$ cat config.mk
export PLATFORM = sky130hd
export DESIGN_NAME = echo_range_meter
export DESIGN_NICKNAME = d
export VERILOG_FILES = /design/src/rtl/echo_range_meter.sv
export SDC_FILE = /design/constraint.sdc
export NUM_CORES = 1
export LEC_CHECK = 0
export ABC_AREA = 1
export BUFFER_PORTS_ARGS = -buffer_cell sky130_fd_sc_hd__buf_4
export CORE_MARGIN = 2
export CORE_UTILIZATION = 55
export DETAILED_ROUTE_END_ITERATION = 10
export HOLD_SLACK_MARGIN = 0.1
export PLACE_DENSITY = 0.72
export SYNTH_ARGS = -nofsm -noshare
export SYNTH_HDL_FRONTEND = slang
export SYNTH_SLANG_ARGS = --single-unit
$ cat constraint.sdc
create_clock -name i_clk -period 3.15 [get_ports i_clk]
set_clock_uncertainty 0.05 [all_clocks]
set_input_delay 0.315 -clock i_clk [delete_from_list [all_inputs] [get_ports i_clk]]
set_output_delay 0.315 -clock i_clk [all_outputs]
set_load 0.005 [all_outputs]
$ cat src/rtl/echo_range_meter.sv
// HC-SR04 ultrasonic range meter: trigger pulse generation, echo width timing in microseconds,
// centimetre conversion by repeated US_PER_CM division, timeout and post-measurement holdoff.
module echo_range_meter #(
  parameter int unsigned CLKS_PER_US = 64,
  parameter int unsigned TRIG_US     = 10,
  parameter int unsigned TIMEOUT_US  = 38000,
  parameter int unsigned HOLDOFF_US  = 60000,
  parameter int unsigned US_PER_CM   = 58
) (
  input  logic        i_clk,
  input  logic        i_rst,
  input  logic        i_start,
  input  logic        i_enable,
  input  logic        i_echo,
  output logic        o_trigger,
  output logic        o_busy,
  output logic        o_valid,
  output logic        o_timeout,
  output logic [15:0] o_width_us,
  output logic [9:0]  o_dist_cm,
  output logic [2:0]  o_state
);

  localparam int unsigned US_W  = 16;
  localparam int unsigned CM_W  = 10;
  localparam int unsigned PRE_W = (CLKS_PER_US > 1) ? $clog2(CLKS_PER_US) : 1;
  localparam int unsigned SUB_W = (US_PER_CM > 1) ? $clog2(US_PER_CM) : 1;

  typedef enum logic [2:0] {
    IDLE      = 3'd0,
    TRIG      = 3'd1,
    WAIT_RISE = 3'd2,
    MEASURE   = 3'd3,
    HOLDOFF   = 3'd4
  } state_t;

  state_t            state_q, state_d;
  logic [US_W-1:0]   us_q, us_d, us_inc;
  logic [SUB_W-1:0]  sub_q, sub_d, sub_inc;
  logic [CM_W-1:0]   cm_q, cm_d, cm_inc;
  logic [PRE_W-1:0]  pre_q;
  logic              pre_clr, tick;
  logic              echo_s1, echo_s2, echo_prev, rise, fall;
  logic              valid_d, timeout_d;
  logic [US_W-1:0]   width_d;
  logic [CM_W-1:0]   dist_d;

  // Two-flop synchronizer plus one history flop for edge detection
  always_ff @(posedge i_clk) begin
    if (i_rst) begin
      echo_s1   <= 1'b0;
      echo_s2   <= 1'b0;
      echo_prev <= 1'b0;
    end else begin
      echo_s1   <= i_echo;
      echo_s2   <= echo_s1;
      echo_prev <= echo_s2;
    end
  end

  assign rise = echo_s2 & ~echo_prev;
  assign fall = ~echo_s2 & echo_prev;

  // Microsecond prescaler; restarted on TRIG and HOLDOFF entry so those phases are exact
  always_ff @(posedge i_clk) begin
    if (i_rst || pre_clr)                          pre_q <= '0;
    else if (pre_q == PRE_W'(CLKS_PER_US - 1))     pre_q <= '0;
    else                                           pre_q <= pre_q + PRE_W'(1);
  end

  assign tick = (pre_q == PRE_W'(CLKS_PER_US - 1));

  // Saturating counter values after this cycle's tick
  always_comb begin
    us_inc  = us_q;
    sub_inc = sub_q;
    cm_inc  = cm_q;
    if (tick) begin
      if (us_q != '1) us_inc = us_q + US_W'(1);
      if (sub_q == SUB_W'(US_PER_CM - 1)) begin
        sub_inc = '0;
        if (cm_q != '1) cm_inc = cm_q + CM_W'(1);
      end else begin
        sub_inc = sub_q + SUB_W'(1);
      end
    end
  end

  always_ff @(posedge i_clk) begin
    if (i_rst) begin
      state_q <= IDLE;
      us_q    <= '0;
      sub_q   <= '0;
      cm_q    <= '0;
    end else begin
      state_q <= state_d;
      us_q    <= us_d;
      sub_q   <= sub_d;
      cm_q    <= cm_d;
    end
  end

  always_comb begin
    state_d   = state_q;
    us_d      = us_q;
    sub_d     = sub_q;
    cm_d      = cm_q;
    pre_clr   = 1'b0;
    valid_d   = 1'b0;
    timeout_d = o_timeout;
    width_d   = o_width_us;
    dist_d    = o_dist_cm;
    case (state_q)
      IDLE: begin
        if (i_start || i_enable) begin
          state_d = TRIG;
          us_d    = '0;
          sub_d   = '0;
          cm_d    = '0;
          pre_clr = 1'b1;
        end
      end
      TRIG: begin
        us_d = us_inc;
        if (tick && us_q == US_W'(TRIG_US - 1)) begin
          state_d = WAIT_RISE;
          us_d    = '0;
        end
      end
      WAIT_RISE: begin
        us_d = us_inc;
        if (rise) begin
          state_d = MEASURE;
          us_d    = '0;
          sub_d   = '0;
          cm_d    = '0;
        end else if (tick && us_q == US_W'(TIMEOUT_US - 1)) begin
          state_d   = HOLDOFF;
          us_d      = '0;
          pre_clr   = 1'b1;
          valid_d   = 1'b1;
          timeout_d = 1'b1;
          width_d   = US_W'(TIMEOUT_US);
          dist_d    = '0;
        end
      end
      MEASURE: begin
        us_d  = us_inc;
        sub_d = sub_inc;
        cm_d  = cm_inc;
        // The fall cycle's own tick is included so the count covers the whole echo window
        if (fall) begin
          state_d   = HOLDOFF;
          us_d      = '0;
          pre_clr   = 1'b1;
          valid_d   = 1'b1;
          timeout_d = 1'b0;
          width_d   = us_inc;
          dist_d    = cm_inc;
        end else if (us_inc >= US_W'(TIMEOUT_US)) begin
          state_d   = HOLDOFF;
          us_d      = '0;
          pre_clr   = 1'b1;
          valid_d   = 1'b1;
          timeout_d = 1'b1;
          width_d   = US_W'(TIMEOUT_US);
          dist_d    = '0;
        end
      end
      HOLDOFF: begin
        us_d = us_inc;
        if (tick && us_q == US_W'(HOLDOFF_US - 1)) begin
          state_d = IDLE;
          us_d    = '0;
        end
      end
      default: state_d = IDLE;
    endcase
  end

  // Registered outputs
  always_ff @(posedge i_clk) begin
    if (i_rst) begin
      o_trigger  <= 1'b0;
      o_busy     <= 1'b0;
      o_valid    <= 1'b0;
      o_timeout  <= 1'b0;
      o_width_us <= '0;
      o_dist_cm  <= '0;
    end else begin
      o_trigger  <= (state_d == TRIG);
      o_busy     <= (state_d != IDLE);
      o_valid    <= valid_d;
      o_timeout  <= timeout_d;
      o_width_us <= width_d;
      o_dist_cm  <= dist_d;
    end
  end

  assign o_state = state_q;

endmodule

==> qor.txt <==
Post-CTS Hold Buffers: 0
Initial DRT Pass Iterations: 6
Worst Setup End Kind: flop
CP max stage cell: dfxtp_1
post-cts resize count: 0
met1 WL: 4700 um
Die X: 91.2 um
crit path kind: reg -> reg
Worst-path clk slew: 0.08 ns
Critical Path Start: pre_q[0]
total grt overflow: 0
Post-synth EDFFs: 0
Final Util: 0.648
Synth async-reset ratio: 0
leading cell type in the layout, fill and taps excluded: nand2_1
DP HPWL: 6900 um
Final ANT Viol Nets: 0
Root Buffer: clkbuf_8
worst-path maximum fanout: 24
maximum clock frequency: 0.374 GHz
CORE AREA: 0.00729 sq mm
RSZ-0062 raised after global routing: false
vias in the first global route: 3531
Mapped Cells: 599
Worst-Margin Slew: 1.21 ns
Die Span Y: 91.2 um
Crit path largest cell delay: 0.35 ns
Layout area overhead: 13.1%
nets: 643
Worst slew margin: 0.187
first-pass GRT wire length: 16700 um
PortBufs: 37
pre-CTS setup slack: 0.467 ns
Fin Setup TNS: 0 ns
CTS Buf Count: 9
min Tclk post-route: 2.67 ns
ys flop type: dfxtp_1
Avg Cell Area, Syn: 6.98 sq um
Clk Latency, worst-skew pair: 0.35 ns
DR WL met3: 532 um
Final GP Congestion: 0.924
Post-Route WL: 9690 um
WL per Instance: 13.2 um
register area share after synthesis: 0.354
R2R cell count: 13
DR DRC count: 0
num rows: 31
Post-CTS Setup Inserts: 0
Final Hold Viols: 0
max_cap viols: 0
1st-iter DRT viols: 222
H-tree levels: 3
Power Density: 393 mW/mm^2
final instance area: 0.00472 sq mm
CP bufs+invs: 0
crit share post-route: 0.848
Peak VDD IR: 0.000196 V
ANT cells: 0
synthesized flop and latch total: 74
# fillers: 690
outcome: complete, no violations
delay-heaviest family, CP: simple AND/OR/NAND/NOR gates
most frequent cells in the layout: nand2_1, nor2_1, inv_1, dfxtp_1, a21oi_1
CTS tree: yes
total track usage: 0.245
Initial Util: 0.573
final setup fails: 0
Worst path depth: 13
Worst EP required: 3.36 ns
R2R Path End: pre_q[2]
vias: 3891
Max Buffers Root-to-Sink: 2
Cell Area, Placed: 0.00451 sq mm
Reg2Reg Setup Slack: 0.48 ns
Sink Count: 74
post-synth net total: 610
post-synth cell types: 41
Lkg Pwr: 2.01 nW
io pins: 38
Critical Path Sink: pre_q[2]
initial antenna violation count: 0
Vias/cell: 5.29
WL met2: 4290 um
Hold WC Path Type: in -> reg
Startpoint Class: flop
worst setup margin: 0.478 ns
die area: 0.00831 sq mm
count of pins over their slew limit: 0
largest net degree at the start of global routing: 58
Synth Cell Area: 0.00418 sq mm
Highest Signal Layer: met4
layout cells sized above 1: 0.200
Reg-to-Reg Start: pre_q[0]
YS warnings: 0
Worst EP arrival: 2.88 ns
CP cell instances: ha_1, nand3_2, nor2_4, nand3_1, nor2_2, nand2_1, nand2_1, nand3_4, a21oi_4, nand3_2, nand2_4, nand4_2, nor3_1
-- synthesized netlist by cell type, types with 2 or more instances --
master    count  area share
nand2_1     130        0.12
inv_1        76       0.068
nor2_1       76       0.068
dfxtp_1      74        0.35
a21oi_1      46       0.055
nand3_1      44       0.053
nand2_2      19       0.028
nand3_2      14       0.034
xor2_1       13       0.027
clkbuf_1     11      0.0099
a21oi_2      10       0.021
o21ai_0       9       0.011
nand4_1       7       0.010
nor4_1        7       0.010
o21ai_1       7      0.0084
ha_1          6       0.018
nor3_1        6      0.0072
nor2_2        5      0.0075
or2_2         5      0.0075
buf_2         4      0.0048
inv_2         3      0.0027
nor2_4        3      0.0081
buf_1         2      0.0018
buf_8         2      0.0072
nand2_4       2      0.0054
nand3_4       2      0.0084
xnor2_1       2      0.0042
-- layer usage --
| layer | up-vias | track usage |
|---|---|---|
| met3 | 17 | 0.0407 |
| met2 | 119 | 0.380 |
| li1 | 1972 | - |
| met1 | 1783 | 0.346 |
| met4 | 0 | 0.0846 |
| met5 | - | 0 |
-- state kept, by name (all words and copies together), names as in the netlist, 3 cells and up --
name,count
o_width_us,16
us_q,16
cm_q,10
o_dist_cm,10
pre_q,6
sub_q,6
o_state,3
-- power by group --
group	switching [mW]	leakage (nW)	total (mW)	internal, mW
Clock	0.369	0.102	0.813	0.444
Combinational	0.0671	1.31	0.0957	0.0286
Sequential	0.00563	0.598	0.949	0.943
-- cells by family after synthesis --
group	Yosys count	synth area share
AO/OA/AOI/OAI	77	0.107
XOR/XNOR	16	0.0353
adder cells (fa/ha/maj)	6	0.0180
buffers and inverters	100	0.0982
flip-flops	74	0.354
multiplexers	1	0.00240
AND/OR/NAND/NOR	325	0.384
-- how the worst min path moves through the flow --
stage	from	to	slack [ns]	depth (start not counted)
after floorplan	echo_s1	echo_s2	0.34	2
after global placement	echo_s1	echo_s2	0.36	2
after detailed placement	echo_s1	echo_s2	0.35	2
after CTS	i_echo	echo_s1	0.12	3
after global routing	i_echo	echo_s1	0.12	3
final	i_echo	echo_s1	0.12	3
-- layout make-up --
cell class | instances | area (sq um) | area share
flip-flops and latches | 74 | 1480 | 0.314
repair buffers | 42 | 315 | 0.0667
well taps | 99 | 124 | 0.0262
inverters | 80 | 300 | 0.0636
multi-input cells | 425 | 2290 | 0.484
clock buffers | 9 | 124 | 0.0262
clock inverters | 6 | 92.6 | 0.0196
-- worst reg2reg max path, stage by stage, from the launching register on --
cell and delay (ns):
dfxtp_1 0.35, ha_1 0.21, nand3_2 0.14, nor2_4 0.21
nand3_1 0.16, nor2_2 0.16, nand2_1 0.06, nand2_1 0.12
nand3_4 0.10, a21oi_4 0.19, nand3_2 0.12, nand2_4 0.28
nand4_2 0.22, nor3_1 0.22
-- stage by stage --
stage | power [mW] | std cells | hold WS (ns)
after floorplan | 1.04 | 599 | 0.338
after global placement | 1.07 | 720 | 0.358
after detailed placement | 1.07 | 720 | 0.353
after CTS | 1.87 | 735 | 0.115
after global routing | 1.93 | 735 | 0.116
final | 1.86 | 735 | 0.121
Power figures use the tool's default switching activity.
